## src/rtl/two_bit_sequencer.sv

```systemverilog
// Microprogram sequencer for the two-bit ALU.
// Holds a small program of (opcode, B-operand) words, steps through them and
// feeds the ALU result back as operand A through an accumulator. Each
// instruction takes one ISSUE cycle and one CAPTURE cycle. The ALU operand and
// opcode ports are registered and hold their last values outside a run.
module two_bit_sequencer #(
    parameter int DEPTH         = 8,
    parameter int AW            = 3,
    parameter bit HALT_ON_ERROR = 1'b1
) (
    input  logic          clk,
    input  logic          rst,
    input  logic          wr_en,
    input  logic [AW-1:0] wr_addr,
    input  logic [3:0]    wr_data,
    input  logic          start,
    input  logic [AW:0]   len,
    input  logic [1:0]    init_a,
    output logic [1:0]    alu_a,
    output logic [1:0]    alu_b,
    output logic [1:0]    alu_i,
    input  logic [1:0]    alu_f,
    input  logic          alu_error,
    output logic          busy,
    output logic          done,
    output logic [1:0]    result,
    output logic          err,
    output logic [AW-1:0] err_pc
);

    typedef enum logic [1:0] {
        IDLE    = 2'd0,
        ISSUE   = 2'd1,
        CAPTURE = 2'd2,
        DONE    = 2'd3
    } state_t;

    localparam logic [AW:0]   DEPTH_N = (AW+1)'(DEPTH);
    localparam logic [AW:0]   CNT_ONE = (AW+1)'(1);
    localparam logic [AW-1:0] PC_ONE  = AW'(1);

    // Program memory; deliberately not reset so a loaded program survives rst.
    logic [3:0] mem [DEPTH];

    state_t        state_reg,  state_next;
    logic [AW-1:0] pc_reg,     pc_next;
    logic [1:0]    acc_reg,    acc_next;
    logic [AW:0]   cnt_reg,    cnt_next;
    logic          err_reg,    err_next;
    logic [AW-1:0] err_pc_reg, err_pc_next;

    logic          busy_reg;
    logic          done_reg;
    logic [1:0]    result_reg;
    logic [1:0]    alu_a_reg;
    logic [1:0]    alu_b_reg;
    logic [1:0]    alu_i_reg;

    logic [AW:0]   len_clamped;
    logic [3:0]    fetch_word;
    logic          write_ok;
    logic          halt;

    assign write_ok    = (state_reg == IDLE) && wr_en;
    assign len_clamped = (len > DEPTH_N) ? DEPTH_N : len;

    // Word for the instruction about to be issued. A write landing on the same
    // edge as an accepted start is forwarded so the run sees the new word.
    assign fetch_word = (write_ok && (wr_addr == pc_next)) ? wr_data : mem[pc_next];

    // Program load port, only open while idle.
    always_ff @(posedge clk) begin
        if (write_ok) begin
            mem[wr_addr] <= wr_data;
        end
    end

    // Next-state and datapath update logic for the sequencer.
    always_comb begin
        state_next  = state_reg;
        pc_next     = pc_reg;
        acc_next    = acc_reg;
        cnt_next    = cnt_reg;
        err_next    = err_reg;
        err_pc_next = err_pc_reg;
        halt        = 1'b0;
        case (state_reg)
            IDLE: begin
                if (start) begin
                    acc_next    = init_a;
                    pc_next     = '0;
                    cnt_next    = len_clamped;
                    err_next    = 1'b0;
                    err_pc_next = '0;
                    state_next  = (len_clamped == '0) ? DONE : ISSUE;
                end
            end
            ISSUE: begin
                state_next = CAPTURE;
            end
            CAPTURE: begin
                if (!alu_error) begin
                    acc_next = alu_f;
                end else begin
                    if (!err_reg) begin
                        err_next    = 1'b1;
                        err_pc_next = pc_reg;
                    end
                    if (HALT_ON_ERROR) begin
                        halt = 1'b1;
                    end else begin
                        acc_next = alu_f;
                    end
                end
                if (halt || ({1'b0, pc_reg} == (cnt_reg - CNT_ONE))) begin
                    state_next = DONE;
                end else begin
                    pc_next    = pc_reg + PC_ONE;
                    state_next = ISSUE;
                end
            end
            DONE: begin
                state_next = IDLE;
            end
            default: begin
                state_next = IDLE;
            end
        endcase
    end

    // State, datapath and registered outputs; ALU ports load on entry to ISSUE.
    always_ff @(posedge clk) begin
        if (rst) begin
            state_reg  <= IDLE;
            pc_reg     <= '0;
            acc_reg    <= '0;
            cnt_reg    <= '0;
            err_reg    <= 1'b0;
            err_pc_reg <= '0;
            busy_reg   <= 1'b0;
            done_reg   <= 1'b0;
            result_reg <= '0;
            alu_a_reg  <= '0;
            alu_b_reg  <= '0;
            alu_i_reg  <= '0;
        end else begin
            state_reg  <= state_next;
            pc_reg     <= pc_next;
            acc_reg    <= acc_next;
            cnt_reg    <= cnt_next;
            err_reg    <= err_next;
            err_pc_reg <= err_pc_next;
            busy_reg   <= (state_next == ISSUE) || (state_next == CAPTURE);
            done_reg   <= (state_next == DONE);
            if (state_next == DONE) begin
                result_reg <= acc_next;
            end
            if (state_next == ISSUE) begin
                alu_a_reg <= acc_next;
                alu_i_reg <= fetch_word[3:2];
                alu_b_reg <= fetch_word[1:0];
            end
        end
    end

    assign alu_a  = alu_a_reg;
    assign alu_b  = alu_b_reg;
    assign alu_i  = alu_i_reg;
    assign busy   = busy_reg;
    assign done   = done_reg;
    assign result = result_reg;
    assign err    = err_reg;
    assign err_pc = err_pc_reg;

endmodule

```

## config.mk

```make
export PLATFORM = sky130hd
export DESIGN_NAME = two_bit_sequencer
export DESIGN_NICKNAME = d
export VERILOG_FILES = /design/src/rtl/two_bit_sequencer.sv
export SDC_FILE = /design/constraint.sdc
export NUM_CORES = 1
export LEC_CHECK = 0
export ABC_AREA = 1
export ABC_CLOCK_PERIOD_IN_PS = 2300
export CORE_UTILIZATION = 30
export CTS_CLUSTER_SIZE = 14
export DETAILED_ROUTE_END_ITERATION = 7
export PLACE_DENSITY_LB_ADDON = 0.08
export SLEW_MARGIN = 30
export SYNTH_ARGS = -nofsm -noshare
export SYNTH_HDL_FRONTEND = slang
export SYNTH_SLANG_ARGS = --single-unit
```

## constraint.sdc

```tcl
create_clock -name clk -period 2.3 [get_ports clk]
set_input_delay 0.23 -clock clk [delete_from_list [all_inputs] [get_ports clk]]
set_output_delay 0.23 -clock clk [all_outputs]
set_load 0.005 [all_outputs]
```

==> out/summary.txt, run 1 <==
Outcome - finished, violations left
Violated checks - DRC
Drt pass-1 iters - 6
Hold Path Class - reg2reg
Row cnt - 34
Final nets - 380
Post-Place Worst Slack - 0.0264 ns
R2R Setup Slk - 0.15 ns
Slew margin rel. - 70.2%
Worst hold stages - 2
Overall Power - 2.54 mW
Initial DRC Count - 80
Initial Util - 31.4%
Ys async rst share - 0%
Period utilization - 93.6%
Final Wtd Congestion - 0.824
Hpwl dp - 4.83 mm
CP required - 2.57 ns
Syn_nets - 327
# clock sinks - 57
Synth Instances - 303
Count of different cell masters after synthesis - 34
Die width - 98.0 µm
Most frequent cells in the layout - 59 x nand2_1, 46 x nand3_1, 33 x clkdlybuf4s50_1, 32 x inv_1, 32 x edfxtp_1
Buffers added on ports - 33
CTS buffer count - 9
Unrepaired setup endpoints after global routing - true
Area delta synth->final - 29.2%
Post-Synth Simple-Gate Area - 31.5%
Clock-pin slew on the worst setup and hold paths - 0.06 ns
Number of remaining DRC errors - 6
IO Pins - 34
Final WL - 6.65 mm
Vias post-DR - 2135
Fin Setup TNS - 0 ns
Final count of negative-setup-slack endpoints - 0
Avg Vias per Cell - 4.55
Clk_skew - 0.00779 ns
Slew Limit Fails - 0
CP Capture Type - register
Largest net degree at the start of global routing - 19
Largest family of logic cells by synthesized area - simple AND/OR/NAND/NOR gates
Gr usage total - 14.6%
Warnings, synthesis - 0
Gr ovfl total - 0
CTS tree - done
WP data arrival - 2.42 ns
Post-synth EDFFs - 32
Multiplexer share of the synthesized area - 0%
Total die area - 0.00960 mm²
Core Util, Final - 40.5%
Hold buffer count at CTS - 0
Setup ws final - 0.148 ns
Max FFs per register - 32
Xor/xnor cell area share of the yosys netlist - 0.634%
Max Cap Viol - 0
Dpl cells - 443
Worst Setup Start Kind - register
Register area share after synthesis - 52.9%
Synth Cell Area - 0.00276 mm²
Most common cell after layout, fill and taps aside - nand2_1
N_diodes - 0
Clock latency at the later pin of the worst-skew pair - 0.34 ns
Final hold violation count - 0
Fmax - 465 MHz
Complex-gate fraction of the synthesized area - 6.52%
CP Max Fanout - 7
Clock buffer depth - 2
Post-synthesis adder-cell area fraction - 1.81%
Critical path type - reg2reg
Syn Area/Cell - 9.12 µm²
DR WL/cell - 14.2 µm
Finished Layout Cells - 469
LEAKAGE - 1.44 nW
Antenna-violating nets left - 0
Initial antenna violation count - 0
Max VDD drop - 389 µV
FF-to-FF path depth - 16
Min cycle time layout - 2.15 ns
Core region area - 0.00881 mm²
Die Y - 98.0 µm
Root Buffer - clkbuf_8
Vias in the first global route - 2046
H-tree depth - 3
Power per cell area - 711 mW/mm²
Slew @ Worst Pin - 0.443 ns
First-pass GRT wire length - 10.7 mm
Share of layout cells above drive strength 1 - 18.8%
Number of synthesized register bits - 57
Synth Flop Type - edfxtp_1
## metrics by stage
stage	hold slack [ns]	cell area, µm²
after detailed placement	0.466	3230
final	0.477	3570
after global placement	0.463	3230
after CTS	0.478	3450
after global routing	0.494	3570
after floorplan	0.329	2760
## timing repair
| item | 4_1_cts | 5_1_grt |
|---|---|---|
| setup endpoints to repair | 1 | 5 |
| pin swaps | 0 | 7 |
| cloned | 0 | 1 |
| gates resized for setup | 0 | 10 |
| setup buffers | 2 | 7 |
| endpoints found under the hold margin | 0 | 0 |
## final cells by class
class,instances,area (µm²)
clock inverters,6,82.6
flip-flops and latches,57,1460
clock buffers,10,128
repair buffers,47,455
well taps,108,135
fillers,894,5240
multi-input cells,202,1160
inverters,39,149
## power by group
part	leakage, nW	total [mW]	internal [mW]	switching (mW)
logic	0.838	0.388	0.173	0.215
registers	0.495	1.15	1.12	0.0243
clock network	0.106	1.01	0.604	0.401
## worst paths after layout
check                                 from  endpoint
worst max-delay path            cnt_reg[0]  alu_b[0]
worst min-delay path                   err       err
worst max register to register  cnt_reg[0]  alu_b[0]
worst min register to register         err       err
## kinds of logic after synthesis
family                     after synthesis
and+or+nand+nor                        165
adders and majority gates                4
DFF                                     57
buffers and inverters                   45
AOI/OAI and AO/OA                       30
xor gates and xnor gates                 2
## routing by layer
metal / up-vias / global-route usage (%) / part of all wire, %
met5: - / 0 / 0
met4: 0 / 5.24 / 1.5
met3: 9 / 4.37 / 4.8
met2: 50 / 23.6 / 47
met1: 961 / 18.4 / 47
li1: 1115 / - / -
## synth_stat cells (2+ instances only)
master | number | area [µm²]
dfxtp_1 | 25 | 500
o21ai_0 | 9 | 45.0
nand3_4 | 2 | 35.0
nand2_8 | 2 | 40.0
ha_1 | 4 | 50.1
nand3b_1 | 6 | 45.0
nor2_1 | 25 | 93.8
inv_1 | 32 | 120
a21oi_1 | 10 | 50.1
buf_4 | 2 | 15.0
inv_2 | 6 | 22.5
nor2_4 | 2 | 22.5
xnor2_1 | 2 | 17.5
edfxtp_1 | 32 | 961
a22o_1 | 2 | 17.5
clkbuf_1 | 3 | 11.3
a21oi_2 | 4 | 35.0
nand2_1 | 60 | 225
nand3_1 | 47 | 235
a31oi_1 | 2 | 12.5
nand2_4 | 5 | 56.3
nand2_2 | 8 | 50.1
or2_2 | 2 | 12.5
## worst max-delay path: stages (launching register included)
cell and delay [ns]:
dfxtp_2 0.33, inv_1 0.06, ha_1 0.30, xnor2_1 0.13, nor2_2 0.15, nand3_4 0.12, nand2_4 0.10, nand2_4 0.07
nand2_8 0.10, nand2_8 0.08, nand2_4 0.07, nand3_4 0.08, nor2_8 0.15, nand2_4 0.07, nand3_1 0.09, nand2_1 0.08
a21oi_2 0.10
No activity file was read; power rests on OpenSTA's default activity.
==> run 2, diff against run 1 <==
--- a/config.mk
+++ b/config.mk
@@ -15,3 +15,4 @@
 export SYNTH_ARGS = -nofsm -noshare
 export SYNTH_HDL_FRONTEND = slang
 export SYNTH_SLANG_ARGS = --single-unit
+export TNS_END_PERCENT = 1
==> results of run 2 <==
Same layout as run 1: the final DEF is identical, and so are final timing and power.
